### src/rtl/timer_ctrl_pkg.sv
// -----------------------------------------------------------------------------
// timer_ctrl_pkg
// Shared types and constants for the timer controller slice.
//   state_e       : controller FSM state encoding (IDLE, RUN, DONE)
//   MODE_ONESHOT  : stop in DONE after the first compare match
//   MODE_PERIODIC : reload to zero and keep running after each match
// -----------------------------------------------------------------------------
package timer_ctrl_pkg;

  typedef enum logic [1:0] {
    IDLE = 2'd0,
    RUN  = 2'd1,
    DONE = 2'd2
  } state_e;

  localparam logic MODE_ONESHOT  = 1'b0;
  localparam logic MODE_PERIODIC = 1'b1;

endpackage : timer_ctrl_pkg

### src/rtl/timer_ctrl_up_cnt_en.sv
// -----------------------------------------------------------------------------
// up_cnt_en
// WIDTH-bit up counter with synchronous clear and enable.
// Clear has priority over enable; arithmetic wraps modulo 2^WIDTH.
//   clk   : system clock, rising edge
//   rst_n : asynchronous active-low reset (count -> 0)
//   clr   : synchronous clear to zero
//   en    : increment by one when clr is low
//   cnt   : registered count value
// -----------------------------------------------------------------------------
module up_cnt_en #(
  parameter int WIDTH = 4
) (
  input  logic             clk,
  input  logic             rst_n,
  input  logic             clr,
  input  logic             en,
  output logic [WIDTH-1:0] cnt
);

  logic [WIDTH-1:0] cnt_q;
  logic [WIDTH-1:0] cnt_d;

  always_comb begin
    cnt_d = cnt_q;
    if (clr) begin
      cnt_d = '0;
    end else if (en) begin
      cnt_d = cnt_q + 1'b1;
    end
  end

  always_ff @(posedge clk or negedge rst_n) begin
    if (!rst_n) begin
      cnt_q <= '0;
    end else begin
      cnt_q <= cnt_d;
    end
  end

  assign cnt = cnt_q;

endmodule : up_cnt_en

### src/rtl/timer_ctrl.sv
// -----------------------------------------------------------------------------
// timer_ctrl
// Programmable timer controller. Sequences an up counter through start, stop,
// prescale, compare-match and reload, emitting a one-cycle tick on each match.
// Optional build macro: TIMER_CTRL_STICKY_IRQ_EN adds a sticky interrupt.
//   clk     : system clock, rising edge
//   rst_n   : asynchronous active-low reset
//   start   : strobe; latch config, clear count, begin counting
//   stop    : strobe; abort and return to IDLE (beats start)
//   mode    : 0 one-shot, 1 periodic (sampled with start)
//   cmp_val : terminal count (sampled with start)
//   presc   : prescale divide-minus-one (sampled with start)
//   cnt     : current counter value (registered)
//   tick    : one-cycle pulse on compare match (registered)
//   busy    : high while in RUN
//   done    : high while in DONE (one-shot finished)
//   irq_clr : (macro only) clear the sticky interrupt
//   irq     : (macro only) sticky interrupt, set by tick, set wins over clear
// -----------------------------------------------------------------------------
module timer_ctrl
  import timer_ctrl_pkg::*;
#(
  parameter int WIDTH   = 4,
  parameter int PRESC_W = 4
) (
  input  logic               clk,
  input  logic               rst_n,
  input  logic               start,
  input  logic               stop,
  input  logic               mode,
  input  logic [WIDTH-1:0]   cmp_val,
  input  logic [PRESC_W-1:0] presc,
  output logic [WIDTH-1:0]   cnt,
  output logic               tick,
  output logic               busy,
  output logic               done
`ifdef TIMER_CTRL_STICKY_IRQ_EN
  ,
  input  logic               irq_clr,
  output logic               irq
`endif
);

  state_e               state_q,     state_d;
  logic [WIDTH-1:0]     cmp_q,       cmp_d;
  logic [PRESC_W-1:0]   presc_q,     presc_d;
  logic                 mode_q,      mode_d;
  logic [PRESC_W-1:0]   presc_cnt_q, presc_cnt_d;
  logic                 tick_q,      tick_d;
  logic                 cnt_clr;
  logic                 cnt_en;

  // NOTE: every always_comb output gets a default first, so no path through
  // the priority chain below can leave a signal unassigned and infer a latch.
  always_comb begin
    state_d     = state_q;
    cmp_d       = cmp_q;
    presc_d     = presc_q;
    mode_d      = mode_q;
    presc_cnt_d = presc_cnt_q;
    tick_d      = 1'b0;
    cnt_clr     = 1'b0;
    cnt_en      = 1'b0;

    if (stop) begin
      // Abort wins over everything, including a coincident match.
      state_d     = IDLE;
      cnt_clr     = 1'b1;
      presc_cnt_d = '0;
    end else if (start) begin
      // Same action from any state: reload config and restart from zero.
      state_d     = RUN;
      cmp_d       = cmp_val;
      presc_d     = presc;
      mode_d      = mode;
      cnt_clr     = 1'b1;
      presc_cnt_d = '0;
    end else if (state_q == RUN) begin
      if (presc_cnt_q == presc_q) begin
        presc_cnt_d = '0;
        if (cnt == cmp_q) begin
          // Match reloads to zero; no separate wrap path is needed.
          cnt_clr = 1'b1;
          tick_d  = 1'b1;
          if (mode_q == MODE_ONESHOT) begin
            state_d = DONE;
          end
        end else begin
          cnt_en = 1'b1;
        end
      end else begin
        presc_cnt_d = presc_cnt_q + 1'b1;
      end
    end
  end

  // NOTE: the latched config is reset too (not left as don't-care storage) so
  // the controller powers up in a fully defined state.
  // NOTE: sequential state uses non-blocking assignments only, so every flop
  // samples the pre-edge value of the others regardless of statement order.
  always_ff @(posedge clk or negedge rst_n) begin
    if (!rst_n) begin
      state_q     <= IDLE;
      cmp_q       <= '0;
      presc_q     <= '0;
      mode_q      <= MODE_ONESHOT;
      presc_cnt_q <= '0;
      tick_q      <= 1'b0;
    end else begin
      state_q     <= state_d;
      cmp_q       <= cmp_d;
      presc_q     <= presc_d;
      mode_q      <= mode_d;
      presc_cnt_q <= presc_cnt_d;
      tick_q      <= tick_d;
    end
  end

  up_cnt_en #(
    .WIDTH (WIDTH)
  ) u_cnt (
    .clk   (clk),
    .rst_n (rst_n),
    .clr   (cnt_clr),
    .en    (cnt_en),
    .cnt   (cnt)
  );

  assign tick = tick_q;
  assign busy = (state_q == RUN);
  assign done = (state_q == DONE);

`ifdef TIMER_CTRL_STICKY_IRQ_EN
  logic irq_q, irq_d;

  // Set from the same-cycle match so irq rises together with tick.
  always_comb begin
    irq_d = tick_d | (irq_q & ~irq_clr);
  end

  always_ff @(posedge clk or negedge rst_n) begin
    if (!rst_n) begin
      irq_q <= 1'b0;
    end else begin
      irq_q <= irq_d;
    end
  end

  assign irq = irq_q;
`endif

endmodule : timer_ctrl
### config.mk
export PLATFORM = sky130hd
export DESIGN_NAME = timer_ctrl
export DESIGN_NICKNAME = d
export VERILOG_FILES = /design/src/rtl/timer_ctrl_pkg.sv /design/src/rtl/timer_ctrl_up_cnt_en.sv /design/src/rtl/timer_ctrl.sv
export SDC_FILE = /design/constraint.sdc
export NUM_CORES = 1
export LEC_CHECK = 0
export CAP_MARGIN = 20
export CORE_MARGIN = 3
export CORE_UTILIZATION = 49
export DETAILED_ROUTE_END_ITERATION = 8
export PLACE_DENSITY_LB_ADDON = 0.1
export REMOVE_ABC_BUFFERS = 1
export SYNTH_ARGS = -nofsm -noshare
export SYNTH_HDL_FRONTEND = slang
export SYNTH_SLANG_ARGS = --single-unit
### constraint.sdc
create_clock -name clk -period 2 [get_ports clk]
set_clock_uncertainty 0.2 [all_clocks]
set_input_delay 0.4 -clock clk [delete_from_list [all_inputs] [get_ports clk]]
set_output_delay 0.4 -clock clk [all_outputs]
set_load 0.005 [all_outputs]
Word-level counts from Yosys, hierarchy flattened

Index checks and enable logic that the tools add are counted.

$add $sub $neg: 2
Equal/unequal tests: 5
Multiplexer cells: 24
Bitwise gates (word level): 1
Reductions and logical operators: 6

Operators with widths:

| kind                                                | count |
|---|---|
| 2-to-1 mux 4 bit                                    | 6 |
| 2-to-1 mux 1 bit                                    | 12 |
| 2-to-1 mux 2 bit                                    | 6 |
| nonzero test 3 bit                                  | 3 |
| adder 4 x 1 -> 4 bit, second input constant         | 2 |
| equality test 4 bit                                 | 2 |
| AND reduction 4 bit                                 | 1 |
| inequality test 3 bit, second input constant        | 1 |
| equality test 2 x 1 -> 1 bit, second input constant | 1 |
| equality test 2 bit, second input constant          | 1 |
| AND reduction 2 bit                                 | 1 |
| nonzero test 2 bit                                  | 1 |
| NOT 1 bit                                           | 1 |

Register bits: 20
Output and inout port bits: 7
Word-level logic and storage cells: 45

Logic depth before layout (Yosys ltp)

Word-level depth: 8
Depth in mapped cells: 5
Mapped depth without buffers: 5

By module

Synthesis repeated with hierarchy kept, for this count alone.

Cells, all modules: 88
Area total of the unflattened synthesis: 1009.7 sq um

Modules (own cells, without submodules):

| module     | instances | cells an instance | area each (sq um) |
|---|---|---|---|
| timer_ctrl | 1         | 72                | 817.0 |
| up_cnt_en  | 1         | 16                | 192.7 |

Worst setup path before layout

Ideal clock, no wire load.

Kind: flip-flop to flip-flop
Start: reg presc_cnt_q[0]
End: reg state_q[0]
Arrival: 1171 ps
Slack: 501 ps
Stages on the path, launching flop included: 6
Path buffers: 0
Clock period less this slack: 1499 ps
Path through: dfrtp_1 -> xnor2_2 -> and4_4 -> nand2_2 -> nor4_1 -> nor3_1

Word-level cells in the longest chain between the ends: 3

Ends and longest elaborated chain:

| element                              | RTL line          | RTL |
|---|---|---|
| start, declared                      | timer_ctrl.sv:48  | `logic [PRESC_W-1:0] presc_cnt_q, presc_cnt_d;` |
| start signal, assigned               | timer_ctrl.sv:114 | `presc_cnt_q <= presc_cnt_d;` |
| equality test 4 bit                  | timer_ctrl.sv:79  | `if (presc_cnt_q == presc_q) begin` |
| nonzero test 3 bit (no source line)  | n/a               |  |
| AND reduction 4 bit (no source line) | n/a               |  |
| end signal, assigned                 | timer_ctrl.sv:110 | `state_q <= state_d;` |
| end, declared                        | timer_ctrl.sv:44  | `state_e state_q, state_d;` |

Every way passes these cells.
A chain may end at the register's enable or synchronous reset.

Worst setup path in the final report

Start: reg state_q[1]
End: out done

Word-level cells in the longest chain between the ends: 1

Ends and longest elaborated chain:

| element             | RTL line          | RTL |
|---|---|---|
| equality test 2 bit | timer_ctrl.sv:131 | `assign done = (state_q == DONE);` |
| end, declared       | timer_ctrl.sv:36  | `output logic done` |

Every way passes these cells.

==> key figures <==
Floorplan
  • Std cell rows: 15
  • Core Region: 1840 µm²
  • Starting density of the core: 55.0%
  • Die Y: 51.4 µm
  • Die footprint: 2640 µm²
  • Die span in x: 51.4 µm
  • # IOs: 20

STA
  • Setup slack after layout: 74.0 ps
  • Final min period: 1930 ps
  • Final Max Tran Viols: 0
  • Worst-margin pin slew: 287 ps
  • TNS Setup: 0 ps
  • Final setup viols: 0
  • Tcrit/Tclk final: 96.3%
  • Max transition margin: 80.9%
  • RSZ-0062 raised after global routing: false
  • Final hold violation count: 0
  • Fmax: 519 MHz

Clocking
  • CTS tree: done
  • Clock Sinks: 20
  • Num CTS Buffers: 3
  • Clock transition at path regs: 110 ps
  • Clk_lat worst skew: 290 ps
  • Clock root buffer: clkbuf_4
  • Max Buffers Root-to-Sink: 2
  • # H-tree levels: 1

Route
  • Avg WL per Cell: 12.8 µm
  • Antenna viol nets, final: 0
  • First drt pass iteration count: 2
  • DR iter-0 viols: 2
  • # DRC: 0
  • Via count: 675
  • Total Wirelength: 1.73 mm
  • Via density: 5.00

Logic synthesis
  • Mean Syn Cell Area: 12.5 µm²
  • Post-synthesis sequential area ratio: 49.5%
  • Yosys reg bits: 20
  • Yosys warns: 0
  • Mapped cell area: 1010 µm²
  • Post-synth top cells: dfrtp_1, mux2_2, nor3_1
  • Synth cell types: 31
  • Area contributors post-synth: dfrtp_1, mux2_2, xnor2_2
  • Most common cell in the synthesized netlist: dfrtp_1
  • Async SR Flop Fraction: 100%
  • Post-synth EDFFs: 0
  • Synth area leader: dfrtp_1
  • Top_reg_cell synth: dfrtp_1
  • Post-synth top area share: 49.5%
  • Syn Inst Count: 81

Setup path
  • Crit. End Element: primary output
  • Critical path fanouts, max: 3
  • Worst reg2reg endpoint: u_cnt.cnt[2]
  • Worst path required time: 1400 ps
  • Worst path top cell family by delay: buffers and inverters
  • Setup CP Type: register to primary output
  • Worst reg-to-reg path cell count: 5
  • CP Launch Type: register
  • Worst Path Buf+Inv: 1
  • Critical Path, Cell by Cell: nor2b_1 -> clkdlybuf4s50_1
  • CP arrival: 1330 ps
  • Register-to-Register Setup Slack: 300 ps
  • RR Startpoint: presc_cnt_q[0]
  • CP max stage delay: 500 ps
  • Worst path slowest cell: clkdlybuf4s50_1

Placement
  • Worst slack at placement: 39.4 ps
  • Placed cell areas: 1270 µm²
  • Gpl congestion: 0.740
  • DPL Wire Length: 1.34 mm
  • PortBufs: 19

Global routing
  • Vias in the first global route: 659
  • Largest net degree at the start of global routing: 21
  • First-pass GRT wire length: 3.02 mm
  • GR Overflow Total: 0
  • Total track usage: 15.5%
  • Initial antenna violation count: 0

Power
  • Total internal power: 634 µW
  • Psw: 205 µW
  • Sequential share of power: 54.9%
  • Maximum VDD drop: 0.379 mV
  • Switching fraction of total power: 24.4%
  • Clock power share: 27.3%
  • P_leak: 0.000565 µW
  • Power per cell area: 638 nW/µm²
  • Logic pwr share: 17.8%

Worst hold path
  • HP Class: input pin to async pin

Finish
  • Share of cells above drive strength 1: 26.4%
  • Ant. Diodes: 0
  • Area Growth Syn to Fin: 30.1%
  • Post-layout nets: 126
  • Fillers: 153
  • Cell area after layout: 1320 µm²

Flow run
  • Maxcap violations: 0

Outcome
  • Status: finished, final reports clean
==> worst max path at each step <==
stage / cells past startpoint / endpoint / slack (ps) / startpoint
after detailed placement: 4 / presc_q[2] / 40 / start
after global routing: 2 / done / 20 / state_q[1]
after CTS: 2 / done / 30 / state_q[0]
after floorplan: 2 / cmp_q[0] / 420 / start
final: 2 / done / 70 / state_q[1]
after global placement: 4 / presc_q[3] / 70 / start
==> state kept, by name (all words and copies together), names as in the netlist <==
name and cells:
cmp_q 4, u_cnt.cnt 4, tick 1, presc_cnt_q 4, presc_q 4, state_q 2, mode_q 1
==> metrics by stage <==
step	cells	utilization, %	total power, µW	hold slack, ps
2_1_floorplan	80	-	554	-95.6
6_report	135	71.5	839	236
3_5_place_dp	130	69.2	619	296
5_1_grt	135	71.5	881	247
3_3_place_gp	130	69.2	615	298
4_1_cts	134	71.1	844	241
==> logic make-up (layout without fill, tap and decap cells) <==
family,Yosys count,in the layout,synth area share (%)
buf+inv,4,33,1.61
simple gates,26,26,17.9
xor+xnor,10,10,11.6
flops,20,20,49.5
mux,10,10,11.0
fa+ha+maj,2,2,2.47
compound gates,9,9,5.82
==> repair_timing <==
item	CTS	global route
setup buffers	0	1
resized for setup	1	0
endpoints found under the hold margin	0	0
hold buffers	0	0
endpoints found under the setup margin	1	1
==> power by group through the flow <==
stage / clock [µW] / sequential [µW] / combinational, µW
final: 229 / 461 / 149
after global routing: 252 / 466 / 163
after CTS: 234 / 463 / 148
after detailed placement: 0 / 471 / 148
after global placement: 0 / 469 / 145
after floorplan: 0 / 464 / 90.1
==> final cells by class <==
cell class              instances  area (µm²)  area share (%)
repair buffers                 26         241            18.4
flip-flops and latches         20         500            38.1
multi-input cells              57         494            37.6
clock buffers                   4        36.3            2.76
well taps                      25        31.3            2.38
inverters                       3        11.3           0.856
==> worst reg2reg max path: cells and delay by family, from the launching register on <==
family / cells / cell delay [ps]
AND/OR/NAND/NOR: 1 / 140
flip-flops: 1 / 470
XOR/XNOR: 1 / 180
AO/OA/AOI/OAI: 3 / 610
==> cells in the final DEF, fill, tap and decap left out, types with 2 or more instances in the layout <==
cell,Yosys,routed
nor4_1,2,2
buf_4,0,7
xnor2_1,4,4
inv_1,3,3
and3_1,2,2
xnor2_2,4,4
mux2_1,2,2
xor2_1,2,2
a21oi_1,2,2
nand4_1,2,2
clkdlybuf4s50_1,0,18
clkbuf_4,0,3
nor2b_1,2,2
o21ai_0,2,2
mux2_2,7,7
dfrtp_1,20,20
ha_1,2,2
nand2_1,2,2
nor2_1,4,4
nor3_1,5,5
==> layer usage <==
| metal | wire [µm] | track usage [%] |
|---|---|---|
| met4 | 9 | 5.24 |
| met5 | 0 | 0 |
| met1 | 794 | 20.8 |
| met3 | 87 | 3.21 |
| met2 | 835 | 24.8 |
No activity file was read; power rests on OpenSTA's default activity.
